**src/rtl/tx_fifo_top_if.sv**
```systemverilog
// tx_fifo_if: FIFO head presentation and consume handshake toward the tx framer
interface tx_fifo_if #(parameter int DATA_W = 8);
  logic [DATA_W-1:0] data;
  logic              eop;
  logic              valid;
  logic              consume;
  modport master (output data, eop, valid, input consume);
  modport slave  (input data, eop, valid, output consume);
endinterface

```
**src/rtl/tx_fifo_top.sv**
```systemverilog
// tx_fifo_top: first-word-fall-through SPI transmit FIFO with hysteretic host request and sticky error flags
module tx_fifo_top #(
  parameter int DATA_W   = 8,
  parameter int ADDR_W   = 4,
  parameter int LOW_MARK = 4
) (
  input  logic            clk,
  input  logic            reset,
  input  logic [15:0]     spi_data,
  input  logic            spi_data_strobe,
  output logic            spi_data_request,
  input  logic            go,
  tx_fifo_if.master       thr,
  input  logic            clear_flags,
  output logic [ADDR_W:0] level,
  output logic            overflow,
  output logic            underflow,
  output logic            busy
);
  localparam logic [ADDR_W:0] FULL = {1'b1, {ADDR_W{1'b0}}};
  localparam logic [ADDR_W:0] HI   = {1'b0, {ADDR_W{1'b1}}};
  localparam logic [ADDR_W:0] LO   = (ADDR_W+1)'(LOW_MARK);
  typedef enum logic [1:0] {IDLE, FILL, DRAIN} state_t;
  state_t            state;
  logic [DATA_W:0]   mem [2**ADDR_W];
  logic [ADDR_W-1:0] wptr, rptr;
  logic [ADDR_W:0]   nxt_level;
  logic [13:0]       unused_bits;
  logic strobe_prev, stb_edge, wr_ev, eop_nv, empty, full, pop, wr_ok, ovf_ev, udf_ev;
  assign unused_bits = spi_data[13:0];
  always_comb begin
    stb_edge  = spi_data_strobe & ~strobe_prev;
    wr_ev     = stb_edge & spi_data[14];
    eop_nv    = stb_edge & spi_data[15] & ~spi_data[14];
    empty     = level == '0;
    full      = level == FULL;
    pop       = thr.consume & ~empty;
    wr_ok     = wr_ev & (~full | thr.consume);
    ovf_ev    = wr_ev & full & ~thr.consume;
    udf_ev    = thr.consume & empty;
    nxt_level = level + (ADDR_W+1)'(wr_ok) - (ADDR_W+1)'(pop);
  end
  assign thr.valid = ~empty;
  assign thr.data  = thr.valid ? mem[rptr][DATA_W-1:0] : '0;
  assign thr.eop   = thr.valid & mem[rptr][DATA_W];
  assign busy      = state != IDLE;
  // storage carries no reset; the head is masked while empty instead
  always_ff @(posedge clk)
    if (wr_ok) mem[wptr] <= {spi_data[15], spi_data[DATA_W-1:0]};
  always_ff @(posedge clk or posedge reset)
    if (reset) begin
      strobe_prev      <= 1'b0;
      wptr             <= '0;
      rptr             <= '0;
      level            <= '0;
      overflow         <= 1'b0;
      underflow        <= 1'b0;
      spi_data_request <= 1'b0;
      state            <= IDLE;
    end else begin
      strobe_prev <= spi_data_strobe;
      level       <= nxt_level;
      overflow    <= ovf_ev | (overflow & ~clear_flags);
      underflow   <= udf_ev | (underflow & ~clear_flags);
      if (wr_ok) wptr <= wptr + ADDR_W'(1);
      if (pop) rptr <= rptr + ADDR_W'(1);
      case (state)
        IDLE: if (go) begin
          state            <= FILL;
          spi_data_request <= 1'b1;
        end
        FILL: if ((wr_ok & spi_data[15]) | eop_nv) begin
          state            <= DRAIN;
          spi_data_request <= 1'b0;
        end else if (nxt_level >= HI) spi_data_request <= 1'b0;
        else if (nxt_level <= LO) spi_data_request <= 1'b1;
        DRAIN: begin
          spi_data_request <= 1'b0;
          if (empty & ~wr_ev) state <= IDLE;
        end
        default: state <= IDLE;
      endcase
    end
endmodule
```
**src/flat_wrapper.sv**
```systemverilog
// flat-port wrapper written by rule: the top's interface ports become plain ports
module tx_fifo_top_flat 
#(
  parameter int DATA_W   = 8,
  parameter int ADDR_W   = 4,
  parameter int LOW_MARK = 4
)
  (clk, reset, spi_data, spi_data_strobe, spi_data_request, go, clear_flags, level, overflow, underflow, busy, thr_data, thr_eop, thr_valid, thr_consume);
  tx_fifo_if #(.DATA_W(DATA_W)) thr_i ();
  input  logic clk;
  input  logic reset;
  input  logic [15:0] spi_data;
  input  logic spi_data_strobe;
  output logic spi_data_request;
  input  logic go;
  input  logic clear_flags;
  output logic [ADDR_W:0] level;
  output logic overflow;
  output logic underflow;
  output logic busy;
  output wire logic [$bits(thr_i.data)-1:0] thr_data;
  output wire logic [$bits(thr_i.eop)-1:0] thr_eop;
  output wire logic [$bits(thr_i.valid)-1:0] thr_valid;
  input wire logic [$bits(thr_i.consume)-1:0] thr_consume;
  assign thr_data = thr_i.data;
  assign thr_eop = thr_i.eop;
  assign thr_valid = thr_i.valid;
  assign thr_i.consume = thr_consume;
  tx_fifo_top #(.DATA_W(DATA_W), .ADDR_W(ADDR_W), .LOW_MARK(LOW_MARK)) u_core (.clk(clk), .reset(reset), .spi_data(spi_data), .spi_data_strobe(spi_data_strobe), .spi_data_request(spi_data_request), .go(go), .thr(thr_i), .clear_flags(clear_flags), .level(level), .overflow(overflow), .underflow(underflow), .busy(busy));
endmodule
```
**config.mk**
```make
export PLATFORM = sky130hd
export DESIGN_NAME = tx_fifo_top_flat
export DESIGN_NICKNAME = d
export VERILOG_FILES = /design/src/rtl/tx_fifo_top_if.sv /design/src/rtl/tx_fifo_top.sv /design/src/flat_wrapper.sv
export SDC_FILE = /design/constraint.sdc
export NUM_CORES = 1
export LEC_CHECK = 0
export ABC_CLOCK_PERIOD_IN_PS = 6000
export BUFFER_PORTS_ARGS = -buffer_cell sky130_fd_sc_hd__buf_2
export CAP_MARGIN = 40
export CELL_PAD_IN_SITES_DETAIL_PLACEMENT = 0
export CELL_PAD_IN_SITES_GLOBAL_PLACEMENT = 1
export CORE_MARGIN = 2
export CORE_UTILIZATION = 57
export CTS_CLUSTER_DIAMETER = 30
export DETAILED_ROUTE_END_ITERATION = 10
export GPL_TIMING_DRIVEN = 0
export PLACE_DENSITY = 0.95
export SYNTH_ARGS = -nofsm -noshare
export SYNTH_HDL_FRONTEND = slang
export SYNTH_SLANG_ARGS = --single-unit
```
**constraint.sdc**
```tcl
create_clock -name clk -period 6 [get_ports clk]
set_input_delay 0.3 -clock clk [delete_from_list [all_inputs] [get_ports clk]]
set_output_delay 0.3 -clock clk [all_outputs]
set_load 0.01 [all_outputs]
```
==> results.md <==
- Slew HR: 0.496
- RD Place Congestion: approximately 0.84
- Synth Area in Adders: 0.0235
- Fin nets: between 400 and 500
- Hold Path Class: in2async
- PD cells: 455 nW/um^2
- Post-Synth Simple-Gate Area: 0.0545
- Final Cycle Share: 0.528
- Min cycle time layout: between 3000 and 4000 ps
- Post-synthesis compound-gate area fraction: 0.0233
- Syn nets: ~380
- Die Ht: roughly 110 microns
- Avg WL per Cell: between 20 and 25 microns
- Vias in the first global route: approximately 3600
- Synth area leaders: edfxtp_1 65%, mux4_2 12%, dfrtp_1 7.1%, mux2i_1 2.7%, ha_1 2.1%
- #FFs+latches synth: between 150 and 200
- Fraction of layout cells with a size suffix above 1: 0.287
- Worst EP arrival: 3500 ps
- CTS sink count: 163
- Post-synthesis sequential area ratio: 0.716
- Port Buffers: 34
- Area of the die: 12600 sq um
- Design Area, Final: around 7600 sq um
- Yosys top cell by area: edfxtp_1
- Peak supply drop: approximately 300 uV
- Most common cell after layout, fill and taps aside: edfxtp_1
- Max capacitance violation total: 0
- FFs w/ async S/R, synth: 0.117
- Maximum fanout along the worst path: 5
- Dominant synthesized flop cell: edfxtp_1
- Grt ovf: 0
- Synth Warn #: 0
- Mux contribution to synthesized area: 0.150
- Final WL: 12.8 mm
- Worst EP required: 6330 ps
- TritonCTS clock tree: built
- N_diodes: 0
- Die Wd: 112 microns
- Final setup viols: 0
- Avg Vias per Cell: 6.01
- CP startpoint kind: register
- RSZ-0062 raised after global routing: no
- Cell count after synthesis: between 300 and 400
- Pin count of the biggest net entering global routing: 20
- Area after DPL: roughly 7100 sq um
- Final core utilization: 0.665
- CP Class: reg2reg
- Share of the synthesized area in the top cell type: 0.645
- Violated checks: hold timing
- Antenna violations before repair: 0
- Xor and xnor area share after synthesis: 0.0105
- Total power: roughly 0.0035 W
- Outcome: finished with violations
- Global-route wire length before repair: about 20 mm
- DRC violations left: 0
- TritonCTS Buffers: 17
- CTS max path bufs: 2
- Final setup TNS: 0 ps
- # Post-CTS Setup Buffers: 0
- Area Overhead vs Synth: 13.8%
- Distinct cells, synth: 44
- Initial core utilization: 0.584
- Leakage: around 2.7 nW
- CTS root buf: clkbuf_16
- Fin. max-slew vios: 0
- Rows: 39
- Hold slack: -9.54 ps
- CP dominant cell by count: ha_1
- CTS H-tree depth: 4
- Core ar.: between 10000 and 15000 sq um
- Critical path, cell by cell: inv_1, ha_1, nor4b_2, nor2_1, ha_1, inv_1, ha_1, fa_1, or2_2, a31oi_1, o211ai_1, nor4_2
- Post-synth EDFFs: between 100 and 150
- Drt first pass iters: 4
- Mean Syn Cell Area: between 15 and 20 sq um
- Worst-Margin Slew: 756 ps
- Post-DP HPWL: roughly 8.5 mm
- Worst-Skew Late Latency: about 430 ps
- Final antenna-violating net count: 0
- # IOs: slightly above 40
- Largest family of logic cells by synthesized area: multiplexers
- Iteration-0 DRC Markers: between 300 and 400
- Vias: between 3000 and 4000
- CP Capture Type: register
- Critical path's slowest cell: fa_1
- Worst path max stage delay: approximately 480 ps
- Clock skew: between 9 and 10 ps
- Clk pin slew, worst setup/hold paths: 60 ps
- Total Routing Usage GR: 0.225
- Final hold vios: 4
- Fmax: 316 MHz
- Netlist Area Pre-Place: 6700 sq um
- Most frequent cells in the layout: 144 x edfxtp_1, 40 x buf_2, 36 x mux4_2, 19 x dfrtp_1, 18 x mux2i_1
## repair_timing
item | in CTS | in global routing
hold buffers | 1 | 0
gates resized for setup | 0 | 0
endpoints found under the hold margin | 1 | 0
## cells by family after synthesis
| group | Yosys count |
|---|---|
| AOI/OAI and AO/OA | 24 |
| buffers and inverters | 28 |
| adders and majority gates | 12 |
| and+or+nand+nor | 52 |
| muxes | 55 |
| xor gates and xnor gates | 8 |
| DFF | 163 |
## synth_stat cells, types with 5 or more instances
cell	n
edfxtp_1	144
mux4_2	36
dfrtp_1	19
mux2i_1	18
inv_1	14
ha_1	11
o22ai_1	11
nand2_1	8
buf_2	6
nor3b_1	5
xnor2_1	5
## flip-flops by register name, indices dropped and copies added (netlist names)
signal                   flops
u_core.level                 5
u_core.strobe_prev           1
u_core.state                 2
u_core.underflow             1
u_core.overflow              1
u_core.spi_data_request      1
u_core.wptr                  4
u_core.mem                 144
u_core.rptr                  4
## worst paths after layout
check	start	to	slack, ps	cells past startpoint
min reg2reg	u_core.state[1]	u_core.state[0]	520	1
min	reset	u_core.wptr[0]	-10	2
min in group clk	clear_flags	u_core.overflow	80	2
max reg2reg	u_core.level[3]	u_core.spi_data_request	2830	12
max in group asynchronous	reset	u_core.rptr[0]	5520	2
max	u_core.level[3]	u_core.spi_data_request	2830	12
## worst max-delay path: cells and delay by family, from the launching register on
kind	cells	cell delay (ps)
flip-flops	1	400
buffers and inverters	2	120
AND/OR/NAND/NOR	4	1080
adder cells (fa/ha/maj)	4	1170
AO/OA/AOI/OAI	2	300
## power by group
group,internal (W),switching [W]
registers,0.00132,0.0000623
logic,0.000548,0.000611
clock network,0.000533,0.000397
total,0.00240,0.00107
## stage by stage
stage	std cells	setup WS (ps)
after global routing	557	2610
final	557	2830
after global placement	519	2810
after CTS	557	2810
after floorplan	342	3120
after detailed placement	524	2820
## per-layer routing
metal	share of wire	up-vias	GRT usage
li1	-	1502	-
met1	0.39	1706	0.285
met2	0.53	115	0.371
met3	0.057	24	0.0659
met4	0.021	0	0.0862
met5	0	-	0
## layout make-up
type | count | area [sq um]
buffer | 14 | 95.1
clock buffer | 25 | 465
clock inverter | 7 | 37.5
fill | 718 | 3840
inverter | 14 | 52.6
multi-input combinational | 151 | 1780
sequential | 163 | 4800
tap | 143 | 179
timing repair buffer | 40 | 218
No activity file was read; power rests on OpenSTA's default activity.
